## config.mk

```make
export PLATFORM = sky130hd
export DESIGN_NAME = ps2_rx_event_fifo_flat
export DESIGN_NICKNAME = d
export VERILOG_FILES = /design/src/rtl/ps2_rx_event_fifo_if.sv /design/src/rtl/ps2_rx_event_fifo.sv /design/src/flat_wrapper.sv
export SDC_FILE = /design/constraint.sdc
export NUM_CORES = 1
export LEC_CHECK = 0
export ABC_AREA = 1
export BUFFER_PORTS_ARGS = -buffer_cell sky130_fd_sc_hd__buf_2
export CORE_AREA = 3 3 113 158
export CTS_CLUSTER_SIZE = 40
export DETAILED_ROUTE_END_ITERATION = 7
export DIE_AREA = 0 0 116 161
export PLACE_DENSITY_LB_ADDON = 0.12
export SLEW_MARGIN = 10
export SYNTH_ARGS = -nofsm -noshare
export SYNTH_HDL_FRONTEND = slang
export SYNTH_SLANG_ARGS = --single-unit
```

## constraint.sdc

```tcl
create_clock -name clk -period 4.08 [get_ports clk]
set_input_delay 0.408 -clock clk [delete_from_list [all_inputs] [get_ports clk]]
set_output_delay 0.408 -clock clk [all_outputs]
set_load 0.02 [all_outputs]
```

## src/rtl/ps2_rx_event_fifo_if.sv

```systemverilog
// Key-event handshake between the PS/2 receiver (master) and its consumer (slave).
// The master presents the FIFO head; the slave answers with evt_ready.
interface ps2_rx_event_fifo_if;
  logic       evt_valid;
  logic       evt_ready;
  logic [7:0] evt_code;
  logic       evt_ext;
  logic       evt_break;

  modport master (
    output evt_valid,
    output evt_code,
    output evt_ext,
    output evt_break,
    input  evt_ready
  );

  modport slave (
    input  evt_valid,
    input  evt_code,
    input  evt_ext,
    input  evt_break,
    output evt_ready
  );
endinterface

```

## src/rtl/ps2_rx_event_fifo.sv

```systemverilog
// PS/2 keyboard receiver with event FIFO.
// Raw pins -> synchroniser -> deglitch filter -> falling-edge strobe -> 11-bit frame FSM
// (odd parity, stop bit, inter-bit timeout) -> E0/F0 prefix merge -> show-ahead event FIFO.
module ps2_rx_event_fifo #(
  parameter int SYNC_STAGES    = 2,
  parameter int FILTER_LEN     = 8,
  parameter int TIMEOUT_CYCLES = 100000,
  parameter int FIFO_DEPTH     = 8
) (
  input  logic                          clk,
  input  logic                          rst,
  input  logic                          ps2_clk_i,
  input  logic                          ps2_data_i,
  ps2_rx_event_fifo_if.master           evt_if,
  output logic [$clog2(FIFO_DEPTH):0]   fifo_count_o,
  output logic                          parity_err_o,
  output logic                          frame_err_o,
  output logic                          overflow_o
);

  localparam int AW = $clog2(FIFO_DEPTH);
  localparam int CW = AW + 1;
  localparam int FW = $clog2(FILTER_LEN);
  localparam int TW = $clog2(TIMEOUT_CYCLES + 1);
  localparam logic [FW-1:0] FLT_LAST = FW'(FILTER_LEN - 1);
  localparam logic [TW-1:0] TMO_MAX  = TW'(TIMEOUT_CYCLES);
  localparam logic [CW-1:0] CNT_FULL = CW'(FIFO_DEPTH);

  typedef enum logic [1:0] {
    ST_IDLE   = 2'd0,
    ST_DATA   = 2'd1,
    ST_PARITY = 2'd2,
    ST_STOP   = 2'd3
  } state_t;

  // Odd parity holds when the eight data bits plus the parity bit contain an odd number of ones.
  function automatic logic odd_parity_ok(input logic [7:0] data, input logic par);
    return ((^data) ^ par) == 1'b1;
  endfunction

  // Synchroniser chains and filter state
  logic [SYNC_STAGES-1:0] clk_sync_q, data_sync_q;
  logic [FW-1:0]          clk_cnt_q, data_cnt_q;
  logic                   clk_filt_q, data_filt_q, clk_prev_q;
  logic                   strobe_s;

  // Frame FSM state
  state_t        state_q;
  logic [2:0]    bitcnt_q;
  logic [7:0]    shift_q;
  logic [TW-1:0] timer_q;
  logic          byte_done_q;
  logic          parity_err_q, frame_err_q;
  logic          timeout_s;

  // Prefix flags and FIFO
  logic          ext_q, brk_q;
  logic [9:0]    mem_q [FIFO_DEPTH];
  logic [AW-1:0] wr_ptr_q, rd_ptr_q;
  logic [CW-1:0] count_q, count_d;
  logic          overflow_q;
  logic          push_req_s, push_ok_s, pop_s, full_s;

  // Bring both raw pins into the clk domain; idle level of the bus is high.
  always_ff @(posedge clk or posedge rst) begin
    if (rst) begin
      clk_sync_q  <= {SYNC_STAGES{1'b1}};
      data_sync_q <= {SYNC_STAGES{1'b1}};
    end else begin
      clk_sync_q  <= {clk_sync_q[SYNC_STAGES-2:0], ps2_clk_i};
      data_sync_q <= {data_sync_q[SYNC_STAGES-2:0], ps2_data_i};
    end
  end

  // Deglitch: a filtered level follows its pin only after FILTER_LEN consecutive differing samples.
  always_ff @(posedge clk or posedge rst) begin
    if (rst) begin
      clk_cnt_q   <= {FW{1'b0}};
      data_cnt_q  <= {FW{1'b0}};
      clk_filt_q  <= 1'b1;
      data_filt_q <= 1'b1;
      clk_prev_q  <= 1'b1;
    end else begin
      clk_prev_q <= clk_filt_q;
      if (clk_sync_q[SYNC_STAGES-1] == clk_filt_q) begin
        clk_cnt_q <= {FW{1'b0}};
      end else if (clk_cnt_q == FLT_LAST) begin
        clk_filt_q <= clk_sync_q[SYNC_STAGES-1];
        clk_cnt_q  <= {FW{1'b0}};
      end else begin
        clk_cnt_q <= clk_cnt_q + FW'(1);
      end
      if (data_sync_q[SYNC_STAGES-1] == data_filt_q) begin
        data_cnt_q <= {FW{1'b0}};
      end else if (data_cnt_q == FLT_LAST) begin
        data_filt_q <= data_sync_q[SYNC_STAGES-1];
        data_cnt_q  <= {FW{1'b0}};
      end else begin
        data_cnt_q <= data_cnt_q + FW'(1);
      end
    end
  end

  assign strobe_s  = clk_prev_q & ~clk_filt_q;
  assign timeout_s = (state_q != ST_IDLE) && (timer_q == TMO_MAX);

  // Frame FSM: steps on each bit strobe; a stalled frame is abandoned when the timer saturates.
  always_ff @(posedge clk or posedge rst) begin
    if (rst) begin
      state_q      <= ST_IDLE;
      bitcnt_q     <= 3'd0;
      shift_q      <= 8'd0;
      timer_q      <= {TW{1'b0}};
      byte_done_q  <= 1'b0;
      parity_err_q <= 1'b0;
      frame_err_q  <= 1'b0;
    end else begin
      byte_done_q  <= 1'b0;
      parity_err_q <= 1'b0;
      frame_err_q  <= 1'b0;
      if ((state_q == ST_IDLE) || strobe_s) begin
        timer_q <= {TW{1'b0}};
      end else if (timer_q != TMO_MAX) begin
        timer_q <= timer_q + TW'(1);
      end
      if (timeout_s) begin
        frame_err_q <= 1'b1;
        state_q     <= ST_IDLE;
      end else if (strobe_s) begin
        case (state_q)
          ST_IDLE: begin
            if (!data_filt_q) begin
              state_q  <= ST_DATA;
              bitcnt_q <= 3'd0;
            end
          end
          ST_DATA: begin
            shift_q  <= {data_filt_q, shift_q[7:1]};
            bitcnt_q <= bitcnt_q + 3'd1;
            if (bitcnt_q == 3'd7) begin
              state_q <= ST_PARITY;
            end
          end
          ST_PARITY: begin
            if (odd_parity_ok(shift_q, data_filt_q)) begin
              state_q <= ST_STOP;
            end else begin
              parity_err_q <= 1'b1;
              state_q      <= ST_IDLE;
            end
          end
          ST_STOP: begin
            if (data_filt_q) begin
              byte_done_q <= 1'b1;
            end else begin
              frame_err_q <= 1'b1;
            end
            state_q <= ST_IDLE;
          end
          default: begin
            state_q <= ST_IDLE;
          end
        endcase
      end
    end
  end

  // Push/pop decisions; a push into a full FIFO survives only when the head leaves in the same cycle.
  always_comb begin
    push_req_s = 1'b0;
    if (byte_done_q && (shift_q != 8'hE0) && (shift_q != 8'hF0)) begin
      push_req_s = 1'b1;
    end else begin
      push_req_s = 1'b0;
    end
    full_s    = (count_q == CNT_FULL);
    pop_s     = (count_q != {CW{1'b0}}) && evt_if.evt_ready;
    push_ok_s = push_req_s && (!full_s || pop_s);
    count_d   = count_q + CW'(push_ok_s) - CW'(pop_s);
  end

  // Prefix flags: E0/F0 arm them in any order, a real byte consumes them, a bad frame discards them.
  always_ff @(posedge clk or posedge rst) begin
    if (rst) begin
      ext_q <= 1'b0;
      brk_q <= 1'b0;
    end else if (parity_err_q || frame_err_q) begin
      ext_q <= 1'b0;
      brk_q <= 1'b0;
    end else if (byte_done_q) begin
      if (shift_q == 8'hE0) begin
        ext_q <= 1'b1;
      end else if (shift_q == 8'hF0) begin
        brk_q <= 1'b1;
      end else begin
        ext_q <= 1'b0;
        brk_q <= 1'b0;
      end
    end
  end

  // Event FIFO storage, pointers, occupancy and the overflow pulse.
  always_ff @(posedge clk or posedge rst) begin
    if (rst) begin
      wr_ptr_q   <= {AW{1'b0}};
      rd_ptr_q   <= {AW{1'b0}};
      count_q    <= {CW{1'b0}};
      overflow_q <= 1'b0;
      for (int i = 0; i < FIFO_DEPTH; i++) begin
        mem_q[i] <= 10'd0;
      end
    end else begin
      overflow_q <= push_req_s && full_s && !pop_s;
      if (push_ok_s) begin
        mem_q[wr_ptr_q] <= {ext_q, brk_q, shift_q};
        wr_ptr_q        <= wr_ptr_q + AW'(1);
      end
      if (pop_s) begin
        rd_ptr_q <= rd_ptr_q + AW'(1);
      end
      count_q <= count_d;
    end
  end

  assign evt_if.evt_valid = (count_q != {CW{1'b0}});
  assign evt_if.evt_code  = mem_q[rd_ptr_q][7:0];
  assign evt_if.evt_break = mem_q[rd_ptr_q][8];
  assign evt_if.evt_ext   = mem_q[rd_ptr_q][9];
  assign fifo_count_o     = count_q;
  assign parity_err_o     = parity_err_q;
  assign frame_err_o      = frame_err_q;
  assign overflow_o       = overflow_q;

endmodule

```

## src/flat_wrapper.sv

```systemverilog
// flat-port wrapper written by rule: the top's interface ports become plain ports
module ps2_rx_event_fifo_flat 
#(
  parameter int SYNC_STAGES    = 2,
  parameter int FILTER_LEN     = 8,
  parameter int TIMEOUT_CYCLES = 100000,
  parameter int FIFO_DEPTH     = 8
)
  (clk, rst, ps2_clk_i, ps2_data_i, fifo_count_o, parity_err_o, frame_err_o, overflow_o, evt_if_evt_valid, evt_if_evt_code, evt_if_evt_ext, evt_if_evt_break, evt_if_evt_ready);
  ps2_rx_event_fifo_if evt_if_i ();
  input  logic clk;
  input  logic rst;
  input  logic ps2_clk_i;
  input  logic ps2_data_i;
  output logic [$clog2(FIFO_DEPTH):0] fifo_count_o;
  output logic parity_err_o;
  output logic frame_err_o;
  output logic overflow_o;
  output wire logic [$bits(evt_if_i.evt_valid)-1:0] evt_if_evt_valid;
  output wire logic [$bits(evt_if_i.evt_code)-1:0] evt_if_evt_code;
  output wire logic [$bits(evt_if_i.evt_ext)-1:0] evt_if_evt_ext;
  output wire logic [$bits(evt_if_i.evt_break)-1:0] evt_if_evt_break;
  input wire logic [$bits(evt_if_i.evt_ready)-1:0] evt_if_evt_ready;
  assign evt_if_evt_valid = evt_if_i.evt_valid;
  assign evt_if_evt_code = evt_if_i.evt_code;
  assign evt_if_evt_ext = evt_if_i.evt_ext;
  assign evt_if_evt_break = evt_if_i.evt_break;
  assign evt_if_i.evt_ready = evt_if_evt_ready;
  ps2_rx_event_fifo #(.SYNC_STAGES(SYNC_STAGES), .FILTER_LEN(FILTER_LEN), .TIMEOUT_CYCLES(TIMEOUT_CYCLES), .FIFO_DEPTH(FIFO_DEPTH)) u_core (.clk(clk), .rst(rst), .ps2_clk_i(ps2_clk_i), .ps2_data_i(ps2_data_i), .evt_if(evt_if_i), .fifo_count_o(fifo_count_o), .parity_err_o(parity_err_o), .frame_err_o(frame_err_o), .overflow_o(overflow_o));
endmodule
```

### Yosys cells after proc, flatten, opt, wreduce, memory -nomap -nowiden

Cells that the tools add are included.

* register bits: 139
* output and inout bits: 18
* word-level logic and storage cells: 136

* add/subtract/negate cells: 8
* $lt $le $gt $ge: 3
* eq/ne operators: 20
* mux-type cells: 41
* bitwise operators: 8
* reductions and logical operators: 28

Operators with widths (count)
* bitwise mux 80 bit: 1
* two-way mux 17 bit: 2
* binary-select mux 10 bit (select 3 bit): 1
* demux 10 bit (select 3 bit): 1
* two-way mux 10 bit: 3
* two-way mux 1 bit: 21
* adder 17 x 1 -> 17 bit (second input constant): 1
* equality test 17 bit (second input constant): 1
* inequality test 17 bit (second input constant): 1
* equality test 8 bit (second input constant): 2
* inequality test 8 bit (second input constant): 2
* adder 3 x 1 -> 3 bit (second input constant): 5
* two-way mux 3 bit: 5
* two-way mux 2 bit: 5
* nonzero test 2 bit: 5
* equality test 3 bit (second input constant): 3
* >= comparator 4 bit (second input constant): 2
* logical AND 1 bit: 8
* NOT 3 -> 4 bit: 2
* one-hot mux 2 bit (4 select lines): 1
* AND reduction 2 bit: 4
* XOR reduction 8 bit: 1
* inequality test 3 x 1 -> 1 bit (second input constant): 2
* one-hot mux 3 bit (2 select lines): 1
* 19 further kinds: 28

### Longest topological paths before layout

Gate-level depths: netlist (run 1).

* depth after elaboration: 7
* mapped depth: 14

### Least setup slack after synthesis (run 1)

Ideal clock, no wire load.

* path kind: reg-to-reg
* start: register u_core.shift_q[4]
* end: register u_core.count_q[2], in the netlist u_core.fifo_count_o[2]
* setup time: 123 ps
* data arrival time: 2056 ps
* path slack: 1901 ps
* stages on the path, launching flop included: 15
* path buffers: 1
* period minus slack after synthesis: 2179 ps
* path through: dfrtp_1 clkinv_1 ha_1 nand2_1 nor2_1 inv_2 nand2_2 nor2_4 nand2_2 inv_2 buf_12 ha_1 inv_1 fa_1 xnor2_1

* cells in the longest elaborated chain, start to end: 7

RTL lines
* from (decl): RTL line ps2_rx_event_fifo.sv:50 `logic [7:0] shift_q;`
* from (signal assigned): RTL line ps2_rx_event_fifo.sv:138 `shift_q <= {data_filt_q, shift_q[7:1]};`
* inequality test 8 bit: RTL line ps2_rx_event_fifo.sv:171 `if (byte_done_q && (shift_q != 8'hE0) && (shift_q != 8'hF0)) begin`
* logical AND 1 bit: RTL line ps2_rx_event_fifo.sv:171
* logical AND 1 bit *: RTL line ps2_rx_event_fifo.sv:171
* two-way mux 1 bit *: RTL line ps2_rx_event_fifo.sv:171
* logical AND 1 bit *: RTL line ps2_rx_event_fifo.sv:178 `push_ok_s = push_req_s && (!full_s || pop_s);`
* via u_core.push_ok_s: RTL line ps2_rx_event_fifo.sv:62 `logic push_req_s, push_ok_s, pop_s, full_s;`
* adder 4 x 1 -> 4 bit *: RTL line ps2_rx_event_fifo.sv:179 `count_d = count_q + CW'(push_ok_s) - CW'(pop_s);`
* subtractor 4 x 1 -> 4 bit *: RTL line ps2_rx_event_fifo.sv:179
* via u_core.count_d[2]: RTL line ps2_rx_event_fifo.sv:60 `logic [CW-1:0] count_q, count_d;`
* to (signal assigned): RTL line ps2_rx_event_fifo.sv:207 `count_q <= {CW{1'b0}};`
* to (signal assigned): RTL line ps2_rx_event_fifo.sv:221 `count_q <= count_d;`
* to (decl): RTL line ps2_rx_event_fifo.sv:60

Mark *: on every way through the listed nets, which the timed path passes. The rest lies on a longest branch.
A chain may end at the register's enable or synchronous reset.

### Worst setup path after layout (run 1)

* start: register u_core.rd_ptr_q[0]
* end: output evt_if_evt_code[0]

* cells in the longest elaborated chain, start to end: 4

RTL lines
* from (decl): RTL line ps2_rx_event_fifo.sv:59 `logic [AW-1:0] wr_ptr_q, rd_ptr_q;`
* from (signal assigned): RTL line ps2_rx_event_fifo.sv:206 `rd_ptr_q <= {AW{1'b0}};`
* from (signal assigned): RTL line ps2_rx_event_fifo.sv:219 `rd_ptr_q <= rd_ptr_q + AW'(1);`
* NOT 3 -> 4 bit (not written as such): RTL line ps2_rx_event_fifo.sv:226 `assign evt_if.evt_code = mem_q[rd_ptr_q][7:0];`
* binary-select mux 10 bit (select 3 bit): RTL line ps2_rx_event_fifo.sv:226
* two-way mux 10 bit (not written as such) (2 in series): RTL line ps2_rx_event_fifo.sv:226
* to (decl): RTL line flat_wrapper.sv:20 `output wire logic [$bits(evt_if_i.evt_code)-1:0] evt_if_evt_code;`

No other way between the ends. The select of a mux whose other input is x is not followed.

==> impl_metrics.csv, run 1 <==
group,metric,value,unit
sta,hold_viol,0,
worst_hold_path,min_path_cells,1,
global_route,grt_util_all_layers,0.173,
final_layout,seqCellArea,3490,um2
critical_path,path_max_fanout,30,
place,hpwl,9430,um
critical_path,critPathTopFamily,"buffers and inverters",
sta,period_minus_slack,2.95,ns
final_layout,area_growth,12.8,%
global_route,overflow,0,
synthesis,ys_ff_latch,139,
sta,setup_ws,1.13,ns
final_layout,nFillCells,1650,
synthesis,syn-cell-area,6590,um2
clock_tree,hold_buffers,0,
critical_path,cp_slowest_cell,"inv_1",
drt,viasPerCell,5.13,
sta,finalSetupViolCount,0,
clock_tree,postCtsSetupRepairBufs,0,
critical_path,crit_type,"reg2out",
run,max_cap_viol_count,0,
synthesis,ys.warnings.count,0,
clock_tree,clockBufferDepth,2,
critical_path,r2r_start,"u_core.shift_q[1]",
clock_tree,clkTransAtPathRegs,0.06,ns
drt,ant_nets,0,
critical_path,r2r_cells,13,
power,power_leakage,3.53,nW
floorplanning,rows,56,
sta,fin_crit_sh,0.724,
critical_path,r2r_slack,1.50,ns
power,p_sw_frac,0.350,
clock_tree,numCtsBuffers,17,
outcome,status,"complete, no violations",
drt,drcViolationCount,0,
global_route,grt_first_pass_wirelength,25400,um
final_layout,fin_cells,983,
floorplanning,dieArea,18700,um2
synthesis,synth-edff-count,0,
critical_path,cp-start-kind,"register",
power,power_frac_comb,0.296,
synthesis,seq_area_frac_synth,0.529,
place,dp_cells,951,
floorplanning,die_w,116,um
synthesis,ys_top_cells_by_area,"dfrtp_1 50%, nand2_1 10%, nor2_1 5.7%",
place,post-place-ws,1.50,ns
sta,grt_setup_unrepaired,"false",
synthesis,syn-num-nets,782,
drt,vias,5044,
synthesis,synth_top_area_cell,"dfrtp_1",
global_route,grt_pass1_vias,5215,
synthesis,synth_commonest_cells,"184 x nand2_1, 132 x dfrtp_1, 100 x nor2_1",
drt,drt-initial-drc-count,237,
drt,wirelength,14700,um
floorplanning,pin_count,23,
floorplanning,start_util,0.395,
synthesis,ys_types,36,
drt,dr.pass1.iters,4,
final_layout,multiInputGateArea,2660,um2
worst_hold_path,min_path_type,"in2reg",
floorplanning,dieHeight,161,um
synthesis,synth_xor_area_frac,0.0133,
clock_tree,cts-root-buf,"clkbuf_16",
clock_tree,cts_resized,0,
power,switchingPower,0.00164,W
worst_hold_path,hold_path.startpoint,"ps2_data_i",
critical_path,cp.arrival,2.55,ns
clock_tree,clk_latency,0.42,ns
final_layout,drive_above_1_share,0.109,
sta,tightest_slew,1.07,ns
power,p_int,0.00305,W
final_layout,post-route-util,0.446,
critical_path,required,3.67,ns
sta,relSlewSlack,0.289,
power,p_clk_frac,0.363,
critical_path,crit_top_cell,"nand2_1",
synthesis,async_flop_share,1.00,
critical_path,cp_num_buf_inv,3,
drt,wl_per_cell,15.0,um
power,power.density,631,nW/um2
floorplanning,coreArea,16700,um2
global_route,grt_max_degree,98,
synthesis,synthCells,755,
synthesis,synth_top_area_frac,0.501,
critical_path,worstReg2RegEnd,"u_core.fifo_count_o[2]",
worst_hold_path,min_to,"u_core.data_sync_q[0]",
critical_path,path_cells,"inv_1, buf_4, nor2_1, o32ai_1, nand2_1, nand2_1, buf_2",
clock_tree,cts_tree,"built",
final_layout,diodes,0,
synthesis,synth_top_family_by_area,"simple AND/OR/NAND/NOR gates",
place,port_buffers,22,
place,globalplace.congestion,0.785,
final_layout,num-nets-final,794,
power,worst_ir_drop_vdd,315,uV
synthesis,synth_simple_gate_area_frac,0.209,
critical_path,cp-end-kind,"output port",
sta,tns,0,ns
synthesis,ys.flop_type,"dfrtp_1",
clock_tree,cts.sinks,139,
power,power.total,0.00469,W
synthesis,synth_adder_area_share,0.0429,
sta,clock.fmax,339,MHz
critical_path,max_stage_delay,0.77,ns
clock_tree,htree_levels,4,
power,seqPwrFrac,0.342,
synthesis,synth_compound_area_frac,0.138,
synthesis,synth.avg_cell_area,8.73,um2
sta,finalMaxSlewViolations,0,
synthesis,yosys.cell_count.top_type,"nand2_1",
sta,fin_skew,0.00794,ns
synthesis,synth.area.mux_share,0,
global_route,antenna_found_initial,0,
-- worst reg2reg max path, delay by kind of cell, from the launching register on --
family	cells	cell delay (ns)
adder cells (fa/ha/maj)	3	0.91
buffers and inverters	4	0.66
AND/OR/NAND/NOR	5	0.41
flip-flops	1	0.34
XOR/XNOR	1	0.13
-- cell families after synthesis --
family	Yosys count
flops	139
simple gates	329
fa+ha+maj	22
buf+inv	93
compound gates	162
xor+xnor	10
-- layer usage --
layer  track usage  up-vias  routed length (um)
met5             0        -                   0
met4        0.0691        0                 334
met3        0.0394       21                 432
met2         0.301       75                7610
met1         0.206     2449                6340
li1              -     2499                   -
-- power groups by stage --
stage | Combinational [W] | Clock [W] | Sequential, W
floorplan | 0.00102 | 0 | 0.00162
global placement | 0.00139 | 0 | 0.00162
detailed placement | 0.00141 | 0 | 0.00163
CTS | 0.00142 | 0.00173 | 0.00160
global route | 0.00159 | 0.00180 | 0.00162
finish | 0.00139 | 0.00170 | 0.00160
-- area by class of cell --
cell class	count	share of cell area
flip-flops and latches	139	0.469
multi-input cells	523	0.358
clock buffers	17	0.0573
well taps	203	0.0342
inverters	59	0.0303
clock inverters	15	0.0298
repair buffers	27	0.0216
-- cell usage in the layout, fill, tap and decap left out, types with 3 or more instances in the layout --
master and n:
ha_1 21, clkinvlp_4 5, o21ai_1 62, o21ai_0 56, inv_1 52, a211oi_1 3, nor3_1 9, bufinv_16 5
buf_2 22, clkinv_2 3, clkinv_1 4, xnor2_1 5, nand3_1 16, xor2_1 5, nand2_1 184, nor2_1 100
buf_4 4, clkbuf_16 17, nand2_4 8, a21oi_1 16, o32ai_1 20, dfrtp_1 132, dfstp_2 7
-- stage by stage --
| step | area [um2] | hold WS, ns |
|---|---|---|
| finish | 7430 | 0.0798 |
| global route | 7430 | 0.0611 |
| CTS | 7430 | 0.0630 |
| detailed placement | 6780 | 0.347 |
| global placement | 6780 | 0.347 |
| floorplan | 6590 | 0.345 |
-- registers in the layout, indices dropped and copies added, names as in the netlist, 2 cells and up --
| register | flops |
|---|---|
| u_core.clk_cnt_q | 3 |
| u_core.fifo_count_o | 4 |
| u_core.data_sync_q | 2 |
| u_core.timer_q | 17 |
| u_core.rd_ptr_q | 3 |
| u_core.mem_q | 80 |
| u_core.bitcnt_q | 3 |
| u_core.data_cnt_q | 3 |
| u_core.state_q | 2 |
| u_core.clk_sync_q | 2 |
| u_core.shift_q | 8 |
| u_core.wr_ptr_q | 3 |
-- worst max-delay path by stage --
stage / from / depth (start not counted) / slack [ns] / end
after floorplan: u_core.shift_q[4] / 14 / 1.90 / u_core.fifo_count_o[2]
after global placement: u_core.shift_q[1] / 13 / 1.52 / u_core.fifo_count_o[2]
after detailed placement: u_core.shift_q[1] / 11 / 1.50 / u_core.mem_q[0]
after CTS: u_core.rd_ptr_q[0] / 7 / 1.08 / evt_if_evt_code[2]
after global routing: u_core.rd_ptr_q[0] / 7 / 0.87 / evt_if_evt_code[2]
final: u_core.rd_ptr_q[0] / 7 / 1.13 / evt_if_evt_code[0]
Power figures use the tool's default switching activity.
==> run 2: changes to the inputs <==
Settings changed: ABC_AREA 1 to 0, CORE_AREA 3 3 113 158 to 3 3 112 158, DIE_AREA 0 0 116 161 to 0 0 115 161.
Clock period 4.08 ns to 2.5 ns, I/O delays scaled along.
==> impl_metrics.csv, run 2 <==
group,metric,value,unit
outcome,status,"complete, no violations",
clock_tree,cts.sinks,139,
power,power.total,0.00642,W
final_layout,drive_above_1_share,0.400,
synthesis,ys_top_cells_by_area,"dfrtp_1 51%, mux2_2 17%, mux4_2 6.9%",
floorplanning,start_util,0.394,
global_route,grt_pass1_vias,4295,
sta,hold_viol,0,
power,power.density,828,nW/um2
drt,wirelength,13100,um
drt,wl_per_cell,17.6,um
drt,drt-initial-drc-count,126,
final_layout,reg_top3,"u_core.mem_q: 80 flops, u_core.timer_q: 17 flops, u_core.shift_q: 8 flops",
sta,tns,0,ns
sta,finalSetupViolCount,0,
synthesis,ys.flop_type,"dfrtp_1",
synthesis,async_flop_share,1.00,
sta,fin_skew,0.00727,ns
sta,clock.fmax,424,MHz
critical_path,cp-end-kind,"register",
sta,grt_setup_unrepaired,"false",
floorplanning,dieHeight,161,um
synthesis,synth_top_area_frac,0.506,
place,hpwl,9010,um
synthesis,synth_commonest_cells,"132 x dfrtp_1, 97 x mux2_2, 22 x inv_1",
final_layout,diodes,0,
synthesis,seq_area_frac_synth,0.535,
critical_path,cp-start-kind,"register",
synthesis,synthCells,477,
synthesis,synth_top_area_cell,"dfrtp_1",
place,globalplace.congestion,0.717,
power,power_frac_comb,0.197,
floorplanning,coreArea,16500,um2
global_route,grt_max_degree,43,
worst_hold_path,min_path_type,"in2reg",
critical_path,crit_type,"reg2reg",
final_layout,nFillCells,1507,
floorplanning,dieArea,18500,um2
sta,fin_crit_sh,0.944,
synthesis,synth.avg_cell_area,13.7,um2
synthesis,syn-cell-area,6520,um2
synthesis,synth-edff-count,0,
synthesis,ys.warnings.count,0,
synthesis,ys_ff_latch,139,
power,p_clk_frac,0.389,
clock_tree,clkTransAtPathRegs,0.06,ns
sta,relSlewSlack,0.520,
final_layout,final_cell_mix,"132 x dfrtp_1, 97 x mux2_2, 24 x buf_4, 22 x buf_2",
drt,viasPerCell,5.24,
final_layout,fin_cells,746,
run,max_cap_viol_count,0,
global_route,grt_util_all_layers,0.157,
final_layout,largest_reg_flops,80,
sta,finalMaxSlewViolations,0,
clock_tree,clk_latency,0.42,ns
clock_tree,numCtsBuffers,17,
global_route,grt_first_pass_wirelength,22600,um
drt,vias,3911,
synthesis,yosys.cell_count.top_type,"dfrtp_1",
critical_path,cp.arrival,2.66,ns
floorplanning,rows,56,
synthesis,syn-num-nets,504,
global_route,antenna_found_initial,0,
floorplanning,die_w,115,um
drt,dr.pass1.iters,4,
power,switchingPower,0.00185,W
final_layout,num-nets-final,557,
drt,drcViolationCount,0,
final_layout,largest_register,"u_core.mem_q",
sta,tightest_slew,0.718,ns
final_layout,area_growth,18.8,%
power,p_sw_frac,0.289,
power,p_int,0.00457,W
floorplanning,pin_count,23,
clock_tree,htree_levels,4,
clock_tree,cts_tree,"built",
power,seqPwrFrac,0.414,
sta,period_minus_slack,2.36,ns
power,power_leakage,3.72,nW
drt,ant_nets,0,
clock_tree,clockBufferDepth,2,
global_route,overflow,0,
clock_tree,cts-root-buf,"clkbuf_16",
synthesis,ys_types,46,
power,worst_ir_drop_vdd,482,uV
critical_path,required,2.80,ns
final_layout,final_common_cell,"dfrtp_1",
place,port_buffers,22,
place,dp_cells,708,
critical_path,path_max_fanout,10,
## run 2: cell count changes in the layout (fill, tap and decap cells not counted), sizes merged, moves of 6 or more
cell   delta
nand2   -179
mux2     +97
mux4     +20
nor2     -84
nor2b     +6
buf      +26
inv      -34
nand4     +9
o21ai   -112
o32ai    -20
xor2      +7
a21oi     -7
## run 2: path summary, 6_finish.rpt
check / start / endpoint / slack (ns) / cells after the start
max in group asynchronous: rst / u_core.data_filt_q / 1.33 / 4
worst max register to register: u_core.shift_q[4] / u_core.mem_q[75] / 0.14 / 7
worst min-delay path: evt_if_evt_ready / u_core.rd_ptr_q[2] / 0.12 / 3
worst max-delay path: u_core.shift_q[4] / u_core.mem_q[75] / 0.14 / 7
worst min register to register: u_core.data_sync_q[0] / u_core.data_sync_q[1] / 0.35 / 0
min in group asynchronous: rst / u_core.fifo_count_o[3] / 0.49 / 3
## run 2: cell type report
type / instances / area, um2 / share of cell area
multi-input combinational: 294 / 2880 / 0.372
clock inverter: 14 / 153 / 0.0197
clock buffer: 18 / 429 / 0.0554
timing repair buffer: 56 / 460 / 0.0594
tap: 203 / 254 / 0.0328
inverter: 22 / 86.3 / 0.0111
sequential: 139 / 3490 / 0.450
## run 2: layer usage
| layer | vias to the layer above | part of all wire | wire [um] | global-route usage |
|---|---|---|---|---|
| li1 | 1838 | - | - | - |
| met3 | 15 | 0.024 | 319 | 0.0386 |
| met5 | - | 0 | 0 | 0 |
| met4 | 0 | 0.013 | 173 | 0.0545 |
| met2 | 30 | 0.54 | 7070 | 0.271 |
| met1 | 2028 | 0.43 | 5590 | 0.190 |
## run 2: timing repair
action                                  CTS  global route
gates cloned                              0             1
endpoints found under the setup margin   48            53
hold endpoints to repair                 26             0
buffers inserted                          0             2
pin swaps                                 0             1
gates resized for setup                   2             1
hold buffers                              3             0
## run 2: stage by stage
stage	hold WS (ns)	area (um2)	util	setup slack [ns]
after CTS	0.104	7720	0.467	0.0191
after detailed placement	0.347	7100	0.429	-0.157
after floorplan	0.254	6530	-	0.00276
final	0.115	7750	0.469	0.139
after global placement	0.347	7100	0.429	-0.111
after global routing	0.117	7750	0.469	0.00907
## run 2: cells by family after synthesis
kind of cell | Yosys count | synth area share
flops | 139 | 0.535
mux | 121 | 0.243
simple gates | 102 | 0.0932
buf+inv | 45 | 0.0290
compound gates | 25 | 0.0242
xor+xnor | 23 | 0.0330
fa+ha+maj | 22 | 0.0434
## run 2: critical path, stage by stage, from the launching register on
cell	delay (ns)
dfrtp_1	0.40
inv_1	0.07
ha_1	0.20
o2111a_1	0.26
a311o_2	0.40
or4_1	0.41
buf_4	0.21
mux2_2	0.28
## run 2: power by group through the flow
stage | clock, W | sequential, W | combinational, W
CTS | 0.00256 | 0.00267 | 0.00130
finish | 0.00250 | 0.00266 | 0.00127
floorplan | 0 | 0.00264 | 0.000943
global placement | 0 | 0.00269 | 0.00126
detailed placement | 0 | 0.00271 | 0.00129
global route | 0.00266 | 0.00270 | 0.00142
